**config.mk**
```make
export PLATFORM = sky130hd
export DESIGN_NAME = fetch_unit
export DESIGN_NICKNAME = d
export VERILOG_FILES = /design/src/rtl/fetch_unit.sv
export SDC_FILE = /design/constraint.sdc
export NUM_CORES = 1
export LEC_CHECK = 0
export ABC_CLOCK_PERIOD_IN_PS = 2400
export BUFFER_PORTS_ARGS = -buffer_cell sky130_fd_sc_hd__buf_4
export CAP_MARGIN = 25
export CORE_ASPECT_RATIO = 0.5
export CORE_UTILIZATION = 25
export CTS_BUF_LIST = sky130_fd_sc_hd__clkbuf_2 sky130_fd_sc_hd__clkbuf_4 sky130_fd_sc_hd__clkbuf_8
export DETAILED_ROUTE_END_ITERATION = 8
export GPL_TIMING_DRIVEN = 1
export PLACE_DENSITY_LB_ADDON = 0.25
export SETUP_SLACK_MARGIN = 0.15
export SLEW_MARGIN = 20
export SYNTH_ARGS = -nofsm -noshare
export SYNTH_HDL_FRONTEND = slang
export SYNTH_SLANG_ARGS = --single-unit
export TNS_END_PERCENT = 1
```
**constraint.sdc**
```tcl
create_clock -name CLK -period 2.4 [get_ports CLK]
set_clock_uncertainty 0.05 [all_clocks]
set_input_delay 0.48 -clock CLK [delete_from_list [all_inputs] [get_ports CLK]]
set_output_delay 0.48 -clock CLK [all_outputs]
set_load 0.05 [all_outputs]
```
**src/rtl/fetch_unit.sv**
```systemverilog
// rtl/fetch_unit.sv - instruction fetch stage: PC, imem request handshake, instruction register
module fetch_unit #(
    parameter int              ADDR_W   = 16,
    parameter int              INSTR_W  = 16,
    parameter logic [ADDR_W-1:0] RESET_PC = '0
) (
    input  logic               CLK,
    input  logic               reset,
    output logic               imem_req,
    output logic [ADDR_W-1:0]  imem_addr,
    input  logic               imem_ready,
    input  logic [INSTR_W-1:0] imem_rdata,
    output logic               ins_valid,
    input  logic               ins_ack,
    output logic [INSTR_W-1:0] instr,
    output logic [2:0]         opcode,
    output logic [3:0]         func,
    output logic [ADDR_W-1:0]  ins_pc,
    input  logic               redirect,
    input  logic [ADDR_W-1:0]  redirect_pc
);

    typedef enum logic [1:0] {
        S_START = 2'd0,
        S_FETCH = 2'd1,
        S_HOLD  = 2'd2
    } state_t;

    localparam logic [ADDR_W-1:0] PC_ONE = {{(ADDR_W-1){1'b0}}, 1'b1};

    state_t              state_q, state_d;
    logic [ADDR_W-1:0]   fetch_pc_q, fetch_pc_d;
    logic [INSTR_W-1:0]  ir_q, ir_d;
    logic [ADDR_W-1:0]   ins_pc_q, ins_pc_d;

    always_ff @(posedge CLK) begin
        if (reset) begin
            state_q <= S_START;
        end else begin
            state_q <= state_d;
        end
    end

    always_ff @(posedge CLK) begin
        if (reset) begin
            fetch_pc_q <= RESET_PC;
            ir_q       <= '0;
            ins_pc_q   <= '0;
        end else begin
            fetch_pc_q <= fetch_pc_d;
            ir_q       <= ir_d;
            ins_pc_q   <= ins_pc_d;
        end
    end

    // Redirect outranks both the memory response and the downstream ack.
    always_comb begin
        state_d    = state_q;
        fetch_pc_d = fetch_pc_q;
        ir_d       = ir_q;
        ins_pc_d   = ins_pc_q;
        case (state_q)
            S_START: begin
                state_d = S_FETCH;
                if (redirect) begin
                    fetch_pc_d = redirect_pc;
                end
            end
            S_FETCH: begin
                if (redirect) begin
                    fetch_pc_d = redirect_pc;
                end else if (imem_ready) begin
                    ir_d       = imem_rdata;
                    ins_pc_d   = fetch_pc_q;
                    fetch_pc_d = fetch_pc_q + PC_ONE;
                    state_d    = S_HOLD;
                end
            end
            S_HOLD: begin
                if (redirect) begin
                    fetch_pc_d = redirect_pc;
                    state_d    = S_FETCH;
                end else if (ins_ack) begin
                    state_d = S_FETCH;
                end
            end
            default: begin
                state_d = S_START;
            end
        endcase
    end

    always_comb begin
        imem_req  = (state_q == S_FETCH);
        ins_valid = (state_q == S_HOLD);
    end

    assign imem_addr = fetch_pc_q;
    assign instr     = ir_q;
    assign opcode    = ir_q[15:13];
    assign func      = ir_q[3:0];
    assign ins_pc    = ins_pc_q;

endmodule

```
# After elaboration in Yosys (flattened, before gate mapping)
# Index checks and enable logic that the tools add are counted.
[op_classes]
add_sub_neg = 1
n_mul = 0
div_mod_pow = 0
n_lt_le_gt_ge = 0
eq_ne = 7
shifts = 0
mux = 9
bitwise = 1
reduce_logical = 6
[op_table]
columns = ["op", "n"]
rows = [
  ["$mux 16", 3],
  ["$pmux 16 s2", 1],
  ["$add 16x1->16 const B", 1],
  ["$reduce_and 3->1", 3],
  ["$mux 2", 4],
  ["$ne 3x1->1 const B", 2],
  ["$pmux 2 s3", 1],
  ["$ne 2x1->1 const B", 2],
  ["$eq 2x1->1 const B", 1],
  ["$eq 2x2->1 const B", 1],
  ["$logic_not 2->1", 1],
  ["$ne 2x2->1 const B", 1],
  ["$reduce_bool 2->1", 1],
  ["$reduce_or 2->1", 1],
  ["$not 1->1", 1],
]
[totals]
register_bits = 50
latch_bits = 0
mem_bits_rw = 0
mem_bits_ro = 0
input_bits = 37
output_inout_bits = 57
elab_cells = 28
mem_count = 0

# Depth between registers and ports, before layout
[depth]
ltp_word = 4
depth_mapped = 6
ltp_nobuf = 5

# Least setup slack after synthesis
# Ideal clock, no wire load.
[synth_timing]
path_kind = "reg2reg"
from = "reg fetch_pc_q[0], in the netlist imem_addr[0]"
to = "reg fetch_pc_q[8], in the netlist imem_addr[8]"
arrival_ns = 1.990
t_required_ns = 2.262
slack_ns = 0.272
path_stages_with_launch = 6
period_less_slack_ns = 2.128
cell_sequence = "dfxtp_1 > ha_1 > nand3_4 > or3_1 > o31a_1 > o32ai_2"
[synth_via]
elab_chain_cells = 4
[synth_lines]
columns = ["item", "line", "text"]
rows = [
  ["from (decl)", "32", "logic [ADDR_W-1:0] fetch_pc_q, fetch_pc_d;"],
  ["from (signal assigned)", "50", "fetch_pc_q <= fetch_pc_d;"],
  ["$add 16x1->16", "75", "fetch_pc_d = fetch_pc_q + PC_ONE;"],
  ["$mux 16", "72", "end else if (imem_ready) begin"],
  ["$mux 16", "70", "if (redirect) begin"],
  ["$pmux 16 s2", "62", "case (state_q)"],
]
# Every way passes these cells. The select of a mux whose other input is x is not followed.
# A chain may end at the register's enable or synchronous reset.

# Worst setup path in the final report
# Ends and elaborated chain as after synthesis.

==> impl_results.md <==
* Chip width at 141 um
* Post-CTS setup repair buffer count at 0
* Seq/Total Area, Yosys at 41.2%
* Initial Util at 26.8%
* Post-cts hold buffer count at 0
* Outcome: completed
* Area Overhead vs Synth at 37.1%
* Pins Over Slew Limit at 0
* R2R depth at 5
* Top FF cell, synth: dfxtp_1
* Worst Path Required at 2580 ps
* Max Fclk at 0.518 GHz
* Drt total wl at 7200 um
* Residual DRC count at 0
* DR pass1 iterations at 4
* Reg2reg start: imem_addr[0]$_SDFFE_PP0P_
* Slew @ Worst Pin at 755 ps
* 1st-iter DRT viols at 123
* Syn Std Cell Area at 2430 um2
* Crit path from: imem_addr[0]$_SDFFE_PP0P_
* Critical R2R Capture: imem_addr[8]$_SDFFE_PP0P_
* Overall power at 1.97 mW
* Worst ir drop on vdd at 0.000217 V
* Rows at 24
* Port bufs at 93
* Share of layout cells above drive strength 1 at 30.3%
* Endpoint type of the worst setup path: flop
* Maxcap violations at 0
* Cell taking the most area after synthesis: dfxtp_1
* RePlAce Congestion at 0.794
* Slew headroom at 49.7%
* Dpl ws at 415 ps
* Longest Clk Path Bufs at 2
* Multi-input logic area at 1260 um2
* Unrepaired setup endpoints after global routing: false
* Yosys warns at 0
* Leak pwr at 1.32 nW
* CP Max Fanout at 7
* Top cells by area, synth: dfxtp_1 41%, nand2_1 12%, a21oi_1 9.1%
* Pin count of the biggest net entering global routing at 57
* CTS tree: done
* Crit path DAT at 2110 ps
* Antenna fix cells at 0
* Resized cells post-CTS at 0
* FF/Latch Area at 1000 um2
* Synth Area per Inst at 7.78 um2
* Critical path class: reg2reg
* Finished Layout Cells at 523
* ANT nets after route at 0
* Net Count, Synth at 350
* Hold Crit Class: in2reg
* GR Overflow Total at 0
* Vias in the first global route at 2268
* Top-count cell post-synth: nand2_1
* Wire length per cell at 13.8 um
* Placed Area at 3210 um2
* Final hold vios at 0
* CTS HTree Levels at 2
* First-pass GRT wire length at 11700 um
* Clk root buf: clkbuf_8
* Clk sinks at 50
* Setup ws final at 471 ps
* Die height at 71.7 um
* Synth top area share at 41.2%
* Hold_ws at 360 ps
* Design Area, Final at 3330 um2
* Final Core Density at 36.7%
* Yosys reg bits at 50
* Inst Count DP at 515
* Critical path endpoint: imem_addr[8]$_SDFFE_PP0P_
* GR Util All Layers at 14.7%
* Clk slew on worst S/H paths at 100 ps
* Fin nets at 430
* EDFF count, synth at 0
* Cts bufs inserted at 5
* CP Launch Type: flop
* Hold_sp: imem_rdata[13]
* Die ar. at 10100 um2
* Hpwl dp at 4960 um
* Fin crit share at 80.4%
* Via count at 2449
* Core ar. at 9070 um2
* Synth Instances at 312
* Fin crit period at 1930 ps
* Netlist cell types at 50
* Synth cell count leaders: 76 x nand2_1, 50 x dfxtp_1, 44 x a21oi_1
* Clock latency on the worst-skew pair at 310 ps
* Initial antenna violation count at 0
* Setup violators final at 0
* Fraction of registers with async set or reset after synthesis at 0%
* Reg-to-reg setup timing slack at 470 ps
* Num ports at 94
* Filler cell count at 1015
* Setup TNS after final layout at 0 ps
* Drt via density at 4.68
* PD cells at 593 nW/um2
## power by group
| group | leakage (nW) | switching, mW | internal, mW |
|---|---|---|---|
| Clock | 0.0593 | 0.294 | 0.335 |
| Sequential | 0.408 | 0.0519 | 0.866 |
| Combinational | 0.849 | 0.270 | 0.155 |
| Total | 1.32 | 0.615 | 1.36 |
## worst min path at each step
stage,end,slack [ps],cells past startpoint
floorplan,instr[0]$_SDFFE_PP0P_,570,2
global placement,instr[8]$_SDFFE_PP0P_,390,2
detailed placement,ins_pc[13]$_SDFFE_PP0P_,400,2
CTS,instr[13]$_SDFFE_PP0P_,340,3
global route,instr[13]$_SDFFE_PP0P_,350,3
finish,instr[13]$_SDFFE_PP0P_,360,3
## state kept, by name, summed over array words and instances (netlist names)
name	cells
instr	16
state_q	2
imem_addr	16
ins_pc	16
## logic make-up after synthesis
kind of cell,after synthesis,synth area share [%]
muxes,2,0.825
DFF,50,41.2
buffers and inverters,32,6.96
adders and majority gates,1,0.515
AOI/OAI and AO/OA,80,19.8
and+or+nand+nor,147,30.6
## critical path, stage by stage, from the launching register on
cell and delay [ps]:
dfxtp_1 460, ha_1 330, nand3_4 130, or3_1 400
o31a_1 260, o32ai_2 230
## cell type report
cell class	instances	share of cell area (%)
clock buffer	7	2.52
sequential	50	30.1
tap	130	4.89
multi-input combinational	230	38.0
inverter	1	0.113
clock inverter	1	0.903
timing repair buffer	104	23.5
## cell usage in the layout (no fill, tap or decap), types with 3 or more instances in the layout
cell and instances:
buf_4 104, nand2_1 76, dfxtp_1 50, a21oi_1 44, nor2_1 9, and2_1 8, o21ai_1 8, nor3_1 8
nor4_1 7, nand2b_1 6, nand3_1 5, clkbuf_8 5, a31oi_1 4, nor2b_1 3, nand3b_1 3, or3_1 3
and3_1 3, o221ai_1 3, a21o_1 3, nand4_1 3
## routing by layer
| layer | up-vias | wire length, um | global-route usage [%] |
|---|---|---|---|
| met1 | 1152 | 3690 | 20.1 |
| met2 | 45 | 3230 | 23.7 |
| li1 | 1247 | - | - |
| met4 | 0 | 55 | 3.99 |
| met3 | 5 | 228 | 3.07 |
| met5 | - | 0 | 0 |
Note: power is estimated with default switching activity, not from simulation.
